<file path="src/rtl/regfile_mp.sv">
// Multi-port integer register file with a per-register busy scoreboard.
// Optional same-cycle write-to-read bypass when REGFILE_BYPASS_EN is defined.
module regfile_mp #(
  parameter int XLEN     = 32,
  parameter int NUM_REGS = 32,
  parameter int NUM_RD   = 2,
  parameter int NUM_WR   = 1,
  localparam int AW      = $clog2(NUM_REGS)
) (
  input  logic                     i_clk,
  input  logic                     i_rst_n,
  input  logic [NUM_WR-1:0]        i_we,
  input  logic [NUM_WR*AW-1:0]     i_waddr,
  input  logic [NUM_WR*XLEN-1:0]   i_wdata,
  input  logic                     i_rsv_valid,
  input  logic [AW-1:0]            i_rsv_addr,
  input  logic [NUM_RD*AW-1:0]     i_raddr,
  output logic [NUM_RD*XLEN-1:0]   o_rdata,
  output logic [NUM_RD-1:0]        o_rbusy,
  output logic [NUM_REGS-1:0]      o_busy_vec
);

  // Register 0 has no storage; it only appears as a constant in the read view.
  logic [XLEN-1:0]     mem_q   [1:NUM_REGS-1];
  logic [NUM_REGS-1:1] busy_q;
  logic [XLEN-1:0]     rf_view [NUM_REGS];

  logic [NUM_REGS-1:0] wr_hit;
  logic [XLEN-1:0]     wr_val  [NUM_REGS];

  // Per-register write decode; scanning ports in ascending order lets the
  // highest-index enabled port override lower ones.
  // NOTE: every always_comb output gets a default first so no path leaves it
  // unassigned, which would otherwise infer a latch.
  always_comb begin
    wr_hit = '0;
    for (int r = 0; r < NUM_REGS; r++) wr_val[r] = '0;
    for (int r = 1; r < NUM_REGS; r++) begin
      for (int k = 0; k < NUM_WR; k++) begin
        if (i_we[k] && (i_waddr[k*AW +: AW] == AW'(r))) begin
          wr_hit[r] = 1'b1;
          wr_val[r] = i_wdata[k*XLEN +: XLEN];
        end
      end
    end
  end

  // NOTE: sequential state uses non-blocking assignments only, so every flop
  // samples the pre-edge values regardless of statement order.
  // NOTE: the storage array is reset explicitly because a reset must leave
  // every register reading as zero, so it maps to resettable flops, not RAM.
  always_ff @(posedge i_clk or negedge i_rst_n) begin
    if (!i_rst_n) begin
      for (int r = 1; r < NUM_REGS; r++) mem_q[r] <= '0;
      busy_q <= '0;
    end else begin
      for (int r = 1; r < NUM_REGS; r++) begin
        if (wr_hit[r]) mem_q[r] <= wr_val[r];
        // A new reservation outranks a same-cycle writeback of the old producer.
        if (i_rsv_valid && (i_rsv_addr == AW'(r))) busy_q[r] <= 1'b1;
        else if (wr_hit[r])                        busy_q[r] <= 1'b0;
      end
    end
  end

  always_comb begin
    rf_view[0] = '0;
    for (int r = 1; r < NUM_REGS; r++) rf_view[r] = mem_q[r];
  end

  assign o_busy_vec = {busy_q, 1'b0};

  always_comb begin
    o_rdata = '0;
    o_rbusy = '0;
    for (int j = 0; j < NUM_RD; j++) begin
      o_rdata[j*XLEN +: XLEN] = rf_view[i_raddr[j*AW +: AW]];
      o_rbusy[j]              = o_busy_vec[i_raddr[j*AW +: AW]];
`ifdef REGFILE_BYPASS_EN
      // wr_hit[0] is never set, so address 0 still reads as zero and not busy.
      if (wr_hit[i_raddr[j*AW +: AW]]) begin
        o_rdata[j*XLEN +: XLEN] = wr_val[i_raddr[j*AW +: AW]];
        if (!(i_rsv_valid && (i_rsv_addr == i_raddr[j*AW +: AW])))
          o_rbusy[j] = 1'b0;
      end
`endif
    end
  end

endmodule

</file>
<file path="config.mk">
export PLATFORM = sky130hd
export DESIGN_NAME = regfile_mp
export DESIGN_NICKNAME = d
export VERILOG_FILES = /design/src/rtl/regfile_mp.sv
export SDC_FILE = /design/constraint.sdc
export NUM_CORES = 2
export LEC_CHECK = 0
export BUFFER_PORTS_ARGS = -buffer_cell sky130_fd_sc_hd__buf_2
export CORE_ASPECT_RATIO = 1.1
export CORE_UTILIZATION = 63
export DETAILED_ROUTE_END_ITERATION = 10
export PLACE_DENSITY = 0.8
export SYNTH_ARGS = -nofsm -noshare
export SYNTH_HDL_FRONTEND = slang
export SYNTH_SLANG_ARGS = --single-unit
</file>
<file path="constraint.sdc">
create_clock -name i_clk -period 3.1 [get_ports i_clk]
set_clock_uncertainty 0.2 [all_clocks]
set_input_delay 0.465 -clock i_clk [delete_from_list [all_inputs] [get_ports i_clk]]
set_output_delay 0.465 -clock i_clk [all_outputs]
set_load 0.02 [all_outputs]
</file>
==> results.json <==
{
  "status": "finished, violations left",
  "violations": "negative setup slack",
  "yosysWarningCount": 0,
  "critPathBufInv": 4,
  "synth_nets": 3812,
  "cp_slowest_stage_delay_ps": 510,
  "insertion_delay_ps": 680,
  "cp.required_ps": 2430,
  "cap_violations": 0,
  "synth_edf_count": 0,
  "peakVddDrop_v": 0.000723,
  "die_x_um": 284,
  "powerDensity_nw_per_um2": 641,
  "fmax_mhz": 313,
  "finalWirelength_um": 169000,
  "root_buffer": "clkbuf_16",
  "drt_iter0_drc": 4373,
  "numCtsBuffers": 104,
  "drc": 0,
  "synth-simple-area-share_pct": 1.52,
  "syn-mean-instance-area_sq_um": 14.7,
  "synth_top_cell_area_share_pct": 46.4,
  "clockBufferDepth": 3,
  "critPathKind": "in2out",
  "regToRegSetupSlack_ps": 1560,
  "gp_congestion": 0.894,
  "rows": 113,
  "synth-adder-area-share_pct": 0,
  "hold_class": "in2reg",
  "r2r-start": "busy_q[24]",
  "async_flop_share_pct": 100,
  "holdWs_ps": 31.6,
  "clk_pin_slew_ps": 70,
  "synthTopCellsByArea": "dfrtp_1 46%, mux2_2 20%, mux4_2 16%",
  "power.leakage_nw": 28.2,
  "final_hold_viol_count": 0,
  "synth_ff_type": "dfrtp_1",
  "core-area_sq_um": 86500,
  "io_buffers": 152,
  "hold_depth": 3,
  "synth_commonest_cells": "1023 x dfrtp_1, 999 x mux2_2, 396 x mux4_2",
  "synthXorXnorAreaFrac_pct": 0,
  "slew_viol_final": 0,
  "synth_top_family_by_area": "multiplexers",
  "grt_pass1_vias": 39900,
  "synth_seq_cells": 1023,
  "nets": 3977,
  "end_kind": "output pin",
  "path_delay_family": "buffers and inverters",
  "synth_cell_type_count": 34,
  "hold_start": "i_rsv_addr[3]",
  "synth_compound_area_share_pct": 6.72,
  "crit_arrival_ps": 2530,
  "setup_ws_ps": -98.1,
  "hold_end": "busy_q[14]",
  "dieHeight_um": 313,
  "ff2ff_path_depth": 4,
  "syn_area_sq_um": 55200,
  "grt_pass1_wl_um": 255000,
  "period_share_pct": 103,
  "setup_viol": 10,
  "crit_fanout": 15,
  "syn2layout_area_growth_pct": 15.0,
  "die_area_sq_um": 88800,
  "crit_path_start_kind": "input port",
  "tritoncts": "yes",
  "grt_max_degree": 91,
  "tightestPinTransition_ps": 946,
  "overflow": 0,
  "setup_tns_ps": -319,
  "dr.pass1.iters": 8,
  "cpMostUsedCell": "buf_12",
  "ant_nets": 0,
  "antenna_found_initial": 4,
  "period_minus_slack_ps": 3200,
  "reg2reg_to": "busy_q[24]",
  "syn_inst": 3756,
  "seq_area_frac_synth_pct": 46.4,
  "worstPathCellList": "buf_8 -> buf_12 -> buf_12 -> mux4_2 -> a22o_1 -> o21ai_1 -> o31ai_1 -> buf_2",
  "slowest_stage": "mux4_2",
  "io_pins": 154,
  "via_per_inst": 7.30,
  "hpwl_um": 105000,
  "initial_core_util_pct": 63.8,
  "rsz0062_at_grt": "yes",
  "cts.sinks": 1023,
  "yosysMostFrequentCell": "dfrtp_1",
  "pre_cts_slack_ps": -193,
  "synthMuxAreaShare_pct": 41.7,
  "drive_above_1_share_pct": 54.7,
  "wl_per_cell_um": 32.8,
  "synth_area_leader_cell": "dfrtp_1",
  "track_usage_pct": 38.7,
  "max_slew_margin_pct": 36.9,
  "cts_max_level": 3,
  "vias": 37700
}
-- cells in the final DEF (no fill, tap or decap), types with 7 or more instances in the layout --
| cell | synthesis | routed |
|---|---|---|
| o31ai_2 | 0 | 16 |
| a211oi_1 | 66 | 62 |
| nand2_2 | 0 | 9 |
| buf_12 | 0 | 99 |
| mux2_2 | 999 | 999 |
| clkbuf_1 | 215 | 18 |
| clkbuf_8 | 0 | 29 |
| o31ai_1 | 69 | 48 |
| nor2_4 | 0 | 14 |
| buf_2 | 134 | 131 |
| mux2i_1 | 200 | 199 |
| inv_1 | 19 | 17 |
| dlygate4sd3_1 | 0 | 9 |
| nand2_1 | 19 | 10 |
| o22ai_1 | 75 | 75 |
| a22o_1 | 205 | 205 |
| clkbuf_16 | 0 | 107 |
| o21ai_1 | 66 | 37 |
| bufinv_16 | 0 | 9 |
| clkinv_2 | 0 | 20 |
| mux2_4 | 58 | 58 |
| and2_1 | 70 | 66 |
| mux4_2 | 396 | 396 |
| buf_4 | 42 | 212 |
| nor2_1 | 19 | 8 |
| buf_6 | 9 | 13 |
| o21ai_0 | 7 | 7 |
| o21ai_2 | 0 | 27 |
| dfrtp_1 | 1023 | 1023 |
-- tightest hold or removal path, delay by kind of cell --
| family | cells | cell delay [ps] |
|---|---|---|
| AOI/OAI and AO/OA | 1 | 80 |
| and+or+nand+nor | 1 | 140 |
| buffers and inverters | 1 | 180 |
-- per-stage QoR --
step                      util [%]  std cells  power (mW)  cell area [sq um]
after floorplan                  -       3756        24.2              55200
after detailed placement      68.5       4945        27.3              59300
after global routing          73.4       5160        42.2              63500
after CTS                     73.1       5150        40.5              63200
final                         73.4       5160        40.7              63500
after global placement        68.5       4945        26.7              59300
-- how the worst max path moves through the flow --
stage	cells after the start	from	slack (ps)	end
after floorplan	8	i_raddr[5]	310	o_rdata[42]
after global placement	9	i_raddr[5]	-130	o_rbusy[1]
after detailed placement	9	i_raddr[5]	-190	o_rbusy[1]
after CTS	7	busy_q[31]	-50	o_rbusy[0]
after global routing	7	busy_q[31]	-100	o_rbusy[0]
final	8	i_raddr[0]	-100	o_rdata[28]
-- sequential cells by signal, summed over array words and instances, names as in the netlist --
name,cells
busy_q,31
mem_q,992
-- cell families after synthesis --
| logic type | count (synthesis) |
|---|---|
| and+or+nand+nor | 149 |
| muxes | 1653 |
| DFF | 1023 |
| buffers and inverters | 435 |
| AOI/OAI and AO/OA | 495 |
| other | 1 |
-- power by group --
group	internal, mW	total [mW]	leakage [nW]	switching [mW]
logic	5.49	9.45	13.4	3.96
registers	16.0	18.1	13.0	2.09
clock network	7.67	13.2	1.77	5.50
total	29.2	40.7	28.2	11.6
-- final cells by class --
type,count,area (sq um)
clock buffer,152,3090
tap,1150,1440
inverter,19,71.3
timing repair buffer,475,4710
multi-input combinational,2298,28100
sequential,1023,25600
fill,5403,23000
clock inverter,41,480
antenna,2,5.00
-- repair_timing --
item	CTS	global route
pin swaps	20	14
hold endpoints to repair	387	0
buffers inserted	9	12
setup endpoints to repair	31	46
hold buffers	9	0
gates resized for setup	51	44
cloned	0	2
-- layer usage --
metal / track usage [%] / part of all wire (%)
met4: 20.5 / 5.7
met2: 61.0 / 47
met3: 8.93 / 11
met1: 50.4 / 36
met5: 0 / 0
Power figures use the tool's default switching activity.
